## config.mk

```make
export PLATFORM = sky130hd
export DESIGN_NAME = uart_tx
export DESIGN_NICKNAME = d
export VERILOG_FILES = /design/src/rtl/uart_tx.sv
export SDC_FILE = /design/constraint.sdc
export NUM_CORES = 1
export LEC_CHECK = 0
export CORE_ASPECT_RATIO = 0.75
export CORE_MARGIN = 1
export CORE_UTILIZATION = 45
export CTS_BUF_LIST = sky130_fd_sc_hd__clkbuf_8
export CTS_CLUSTER_DIAMETER = 30
export DETAILED_ROUTE_END_ITERATION = 7
export PLACE_DENSITY = 0.81
export SKIP_LAST_GASP = 1
export SLEW_MARGIN = 20
export SYNTH_ARGS = -nofsm -noshare
export SYNTH_HDL_FRONTEND = slang
export SYNTH_SLANG_ARGS = --single-unit
```

## constraint.sdc

```tcl
create_clock -name Clk -period 2.3 [get_ports Clk]
set_input_delay 0.345 -clock Clk [delete_from_list [all_inputs] [get_ports Clk]]
set_output_delay 0.345 -clock Clk [all_outputs]
set_load 0.01 [all_outputs]
```

## src/rtl/uart_tx.sv

```systemverilog
// UART transmitter: start bit, 6/7/8 data bits LSB first, one stop bit.
// Bit timing comes from an external one-cycle Tick enable; each serial bit
// lasts TICKS_PER_BIT ticks. All outputs are registered.
module uart_tx #(
    parameter int unsigned TICKS_PER_BIT = 16
) (
    input  logic       Clk,
    input  logic       rst,
    input  logic       Tick,
    input  logic       TxEn,
    input  logic       TxStart,
    input  logic [3:0] NBits,
    input  logic [7:0] TxData,
    output logic       Tx,
    output logic       TxBusy,
    output logic       TxDone
);

    localparam int unsigned DATA_W = 8;
    localparam int unsigned IDX_W  = 3;
    localparam int unsigned CNT_W  = (TICKS_PER_BIT > 1) ? $clog2(TICKS_PER_BIT) : 1;
    localparam logic [CNT_W-1:0] TICK_LAST = CNT_W'(TICKS_PER_BIT - 1);

    typedef enum logic [1:0] {
        IDLE  = 2'd0,
        START = 2'd1,
        DATA  = 2'd2,
        STOP  = 2'd3
    } state_t;

    state_t             state_q,    state_d;
    logic [CNT_W-1:0]   tick_cnt_q, tick_cnt_d;
    logic [IDX_W-1:0]   bit_idx_q,  bit_idx_d;
    logic [IDX_W-1:0]   last_idx_q, last_idx_d;
    logic [DATA_W-1:0]  shift_q,    shift_d;
    logic               tx_q,       tx_d;
    logic               busy_q,     busy_d;
    logic               done_q,     done_d;

    logic [IDX_W-1:0]   req_last_idx_c;
    logic               bit_end_c;

    // Index of the final data bit for the requested width; unsupported widths send 8 bits
    always_comb begin
        case (NBits)
            4'd6:    req_last_idx_c = IDX_W'(5);
            4'd7:    req_last_idx_c = IDX_W'(6);
            default: req_last_idx_c = IDX_W'(7);
        endcase
    end

    // Last tick of the current serial bit
    assign bit_end_c = Tick && (tick_cnt_q == TICK_LAST);

    // Next-state and registered-output logic
    always_comb begin
        state_d    = state_q;
        tick_cnt_d = tick_cnt_q;
        bit_idx_d  = bit_idx_q;
        last_idx_d = last_idx_q;
        shift_d    = shift_q;
        tx_d       = tx_q;
        busy_d     = busy_q;
        done_d     = 1'b0;

        case (state_q)
            IDLE: begin
                tx_d   = 1'b1;
                busy_d = 1'b0;
                if (TxStart && TxEn) begin
                    state_d    = START;
                    tick_cnt_d = '0;
                    bit_idx_d  = '0;
                    last_idx_d = req_last_idx_c;
                    shift_d    = TxData;
                    tx_d       = 1'b0;
                    busy_d     = 1'b1;
                end
            end

            START: begin
                if (bit_end_c) begin
                    state_d    = DATA;
                    tick_cnt_d = '0;
                    tx_d       = shift_q[0];
                end else if (Tick) begin
                    tick_cnt_d = CNT_W'(tick_cnt_q + 1'b1);
                end
            end

            DATA: begin
                if (bit_end_c) begin
                    tick_cnt_d = '0;
                    if (bit_idx_q == last_idx_q) begin
                        state_d = STOP;
                        tx_d    = 1'b1;
                    end else begin
                        bit_idx_d = IDX_W'(bit_idx_q + 1'b1);
                        shift_d   = shift_q >> 1;
                        tx_d      = shift_q[1];
                    end
                end else if (Tick) begin
                    tick_cnt_d = CNT_W'(tick_cnt_q + 1'b1);
                end
            end

            STOP: begin
                if (bit_end_c) begin
                    state_d    = IDLE;
                    tick_cnt_d = '0;
                    tx_d       = 1'b1;
                    busy_d     = 1'b0;
                    done_d     = 1'b1;
                end else if (Tick) begin
                    tick_cnt_d = CNT_W'(tick_cnt_q + 1'b1);
                end
            end

            default: begin
                state_d    = IDLE;
                tick_cnt_d = '0;
                tx_d       = 1'b1;
                busy_d     = 1'b0;
            end
        endcase
    end

    // State and datapath registers; reset aborts any frame and idles the line
    always_ff @(posedge Clk or negedge rst) begin
        if (!rst) begin
            state_q    <= IDLE;
            tick_cnt_q <= '0;
            bit_idx_q  <= '0;
            last_idx_q <= '0;
            shift_q    <= '0;
            tx_q       <= 1'b1;
            busy_q     <= 1'b0;
            done_q     <= 1'b0;
        end else begin
            state_q    <= state_d;
            tick_cnt_q <= tick_cnt_d;
            bit_idx_q  <= bit_idx_d;
            last_idx_q <= last_idx_d;
            shift_q    <= shift_d;
            tx_q       <= tx_d;
            busy_q     <= busy_d;
            done_q     <= done_d;
        end
    end

    assign Tx     = tx_q;
    assign TxBusy = busy_q;
    assign TxDone = done_q;

endmodule
```

==> results.tsv <==
stage	metric	value	unit
critical_path	endpoint_kind	register	
pwr	clkPwrFrac	13.6	%
clocking	cts_setup_buffers	0	
clocking	cts_num_sinks	23	
logic_synthesis	synthTopCellsByArea	dfrtp_1, mux2_2, ha_1	
logic_synthesis	synth.distinct_cells	37	
outcome	status	finished clean	
cells_and_area	nFillCells	246	
route	avgViaCountPerCell	5.469	
floorplan	die_w	63.40	um
pwr	power_leakage	0.6474	nW
place	numPortBuffers	19	
job	cap_violations	0	
clocking	root_buffer	clkbuf_8	
clocking	ctsHoldBuffers	0	
logic_synthesis	synth_flop_cell	dfrtp_1	
logic_synthesis	yosys.area.top_type_share	43.26	%
floorplan	num_rows	16	
sta	fin_crit	1.977	ns
pwr	p_seq_share	37.9	%
logic_synthesis	syn-mean-instance-area	10.97	um^2
cells_and_area	multi_input_area	658.1	um^2
critical_path	worstReg2RegStart	state_q[0]$_DFFE_PN0P_	
sta	min_period_over_period	85.94	%
cells_and_area	regArea	576.8	um^2
place	dpl.hpwl	1926	um
sta	hold_viol	0	
pwr	comb_power_share	48.5	%
global_route	track_usage	18.73	%
clocking	cts_buffers	3	
route	ant_nets	0	
route	wl_per_cell	14.37	um
pwr	p_per_area	1147	nW/um^2
global_route	grt_antenna_before_repair	0	
sta	max_freq	0.5059	GHz
sta	slew_viol_final	0	
critical_path	cp-start-kind	register	
critical_path	r2r-end	shift_q[4]$_DFFE_PN0P_	
critical_path	crit_type	register to register	
sta	tns	0	ns
pwr	power	1.789	mW
min_path	hold_path.class	primary input to asynchronous set/reset pin	
logic_synthesis	synthArstFlopShare	100.0	%
floorplan	core	2643	um^2
pwr	ir_drop	493.2	uV
cells_and_area	antenna_cells	0	
logic_synthesis	synth_area	1272	um^2
global_route	overflow	0	
clocking	clock_path_buffers	2	
sta	fin_skew	0.001328	ns
critical_path	regToRegSetupSlack	0.32	ns
route	wl	2514	um
cells_and_area	fin_nets	164	
cells_and_area	area_growth_syn_to_layout	22.62	%
sta	setup_viol	0	
route	vias	957	
place	gp_congestion	0.7894	
logic_synthesis	synth_common_cells	dfrtp_1, mux2_2, o21ai_0, ha_1, nor2_1	
logic_synthesis	synth_edf_count	0	
clocking	clk_pin_slew	0.08	ns
logic_synthesis	yosysWarnings	0	
route	top_layer_used	met4	
sta	relSlewSlack	61.97	%
floorplan	die-height	48.05	um
route	wl_met2	1150	um
route	drc	0	
route	drt_first_pass_iters	4	
pwr	p_sw_share	37.26	%
clocking	clk-insertion-delay-late	0.27	ns
global_route	grt_max_degree	13	
critical_path	crit_fanout	10	
logic_synthesis	yosys.area.top_type	dfrtp_1	
critical_path	worstPathArrival	2.13	ns
cells_and_area	layout-drive-gt1-share	18.71	%
sta	worst_pin_slew	0.5653	ns
pwr	p_int	1.123	mW
route	wl_met3	144	um
logic_synthesis	seq_area_frac_synth	45.33	%
global_route	grt_pass1_wl	4126	um
route	m1WireLength	1173	um
route	dr.first_iter.drc_count	42	
global_route	grt_pass1_vias	903	
logic_synthesis	synth_seq_cells	23	
critical_path	worst_r2r_path_depth	5	
logic_synthesis	synth.most_common_cell	dfrtp_1	
floorplan	initial_core_util	48.15	%
sta	rsz0062_at_grt	no	
logic_synthesis	synthCells	116	
clocking	ctsHtreeMaxLevel	1	
pwr	switchingPower	0.6667	mW
floorplan	pin_count	20	
critical_path	cp_data_required_time	2.45	ns
clocking	cts_resized	0	
floorplan	fp.dieArea	3046	um^2
clocking	cts_tree	yes	
sta	hold_slack	0.4303	ns
logic_synthesis	syn_nets	140	
==> stage by stage <==
stage | area, um^2 | util [%] | std cells | setup slack [ns]
floorplan | 1272 | - | 116 | 0.4954
global placement | 1515 | 57.34 | 171 | 0.2414
detailed placement | 1515 | 57.34 | 171 | 0.1925
CTS | 1560 | 59.04 | 175 | 0.3149
global route | 1560 | 59.04 | 175 | 0.2119
finish | 1560 | 59.04 | 175 | 0.3234
==> layer usage <==
| layer | up-vias | global-route usage (%) |
|---|---|---|
| li1 | 462 | - |
| met1 | 455 | 21.49 |
| met2 | 33 | 34.26 |
| met3 | 7 | 5.238 |
| met4 | 0 | 8.182 |
| met5 | - | 0 |
==> cell families (layout without fill, tap and decap cells) <==
logic type      Yosys count  after routing  share of synthesized area (%)
mux                      16             16                          13.96
xor+xnor                  3              3                          2.065
simple gates             31             31                          12.78
buf+inv                   9             32                          2.950
flops                    23             23                          45.33
compound gates           27             27                          16.03
fa+ha+maj                 7              7                          6.883
==> placed cells by master (no fill, tap or decap), types with 2 or more instances in the layout <==
cell	n
a21oi_1	3
buf_4	3
clkbuf_8	3
clkdlybuf4s50_1	19
dfrtp_1	22
ha_1	7
inv_1	7
mux2_2	14
mux2i_1	2
nand2_1	6
nand2b_1	5
nand3_1	3
nor2_1	7
nor3b_1	2
nor4_1	2
o21ai_0	9
o41ai_1	2
xor2_1	3
==> state kept, by name, indices dropped and copies added, names as in the netlist <==
signal	cells
tick_cnt_q	4
shift_q	8
TxBusy	1
state_q	2
bit_idx_q	3
TxDone	1
last_idx_q	3
Tx	1
==> cell type report <==
cell class / instances / area share (%)
clock buffer: 3 / 2.646
clock inverter: 1 / 0.2406
inverter: 6 / 1.443
multi-input combinational: 84 / 42.18
sequential: 23 / 36.97
tap: 36 / 2.887
timing repair buffer: 22 / 13.63
==> how the worst max path moves through the flow <==
stage / startpoint / to / cells past startpoint / slack (ns)
global placement: Tick / shift_q[4]$_DFFE_PN0P_ / 5 / 0.24
global route: state_q[0]$_DFFE_PN0P_ / shift_q[2]$_DFFE_PN0P_ / 5 / 0.21
finish: state_q[0]$_DFFE_PN0P_ / shift_q[4]$_DFFE_PN0P_ / 5 / 0.32
detailed placement: Tick / shift_q[4]$_DFFE_PN0P_ / 5 / 0.19
floorplan: state_q[0]$_DFFE_PN0P_ / shift_q[1]$_DFFE_PN0P_ / 5 / 0.50
CTS: state_q[0]$_DFFE_PN0P_ / shift_q[4]$_DFFE_PN0P_ / 5 / 0.31
==> power by group through the flow <==
stage,registers [mW],clock network (mW),logic [mW]
5_1_grt,0.698,0.269,0.953
3_5_place_dp,0.685,0,0.862
2_1_floorplan,0.657,0,0.646
3_3_place_gp,0.670,0,0.817
4_1_cts,0.678,0.253,0.868
6_report,0.678,0.244,0.868
==> worst max-delay path, cell delays in order (launching register included) <==
cell	delay [ns]
dfrtp_1	0.40
inv_1	0.12
ha_1	0.43
o311ai_4	0.20
a21oi_4	0.32
mux2_2	0.38
Note: power is estimated with default switching activity, not from simulation.
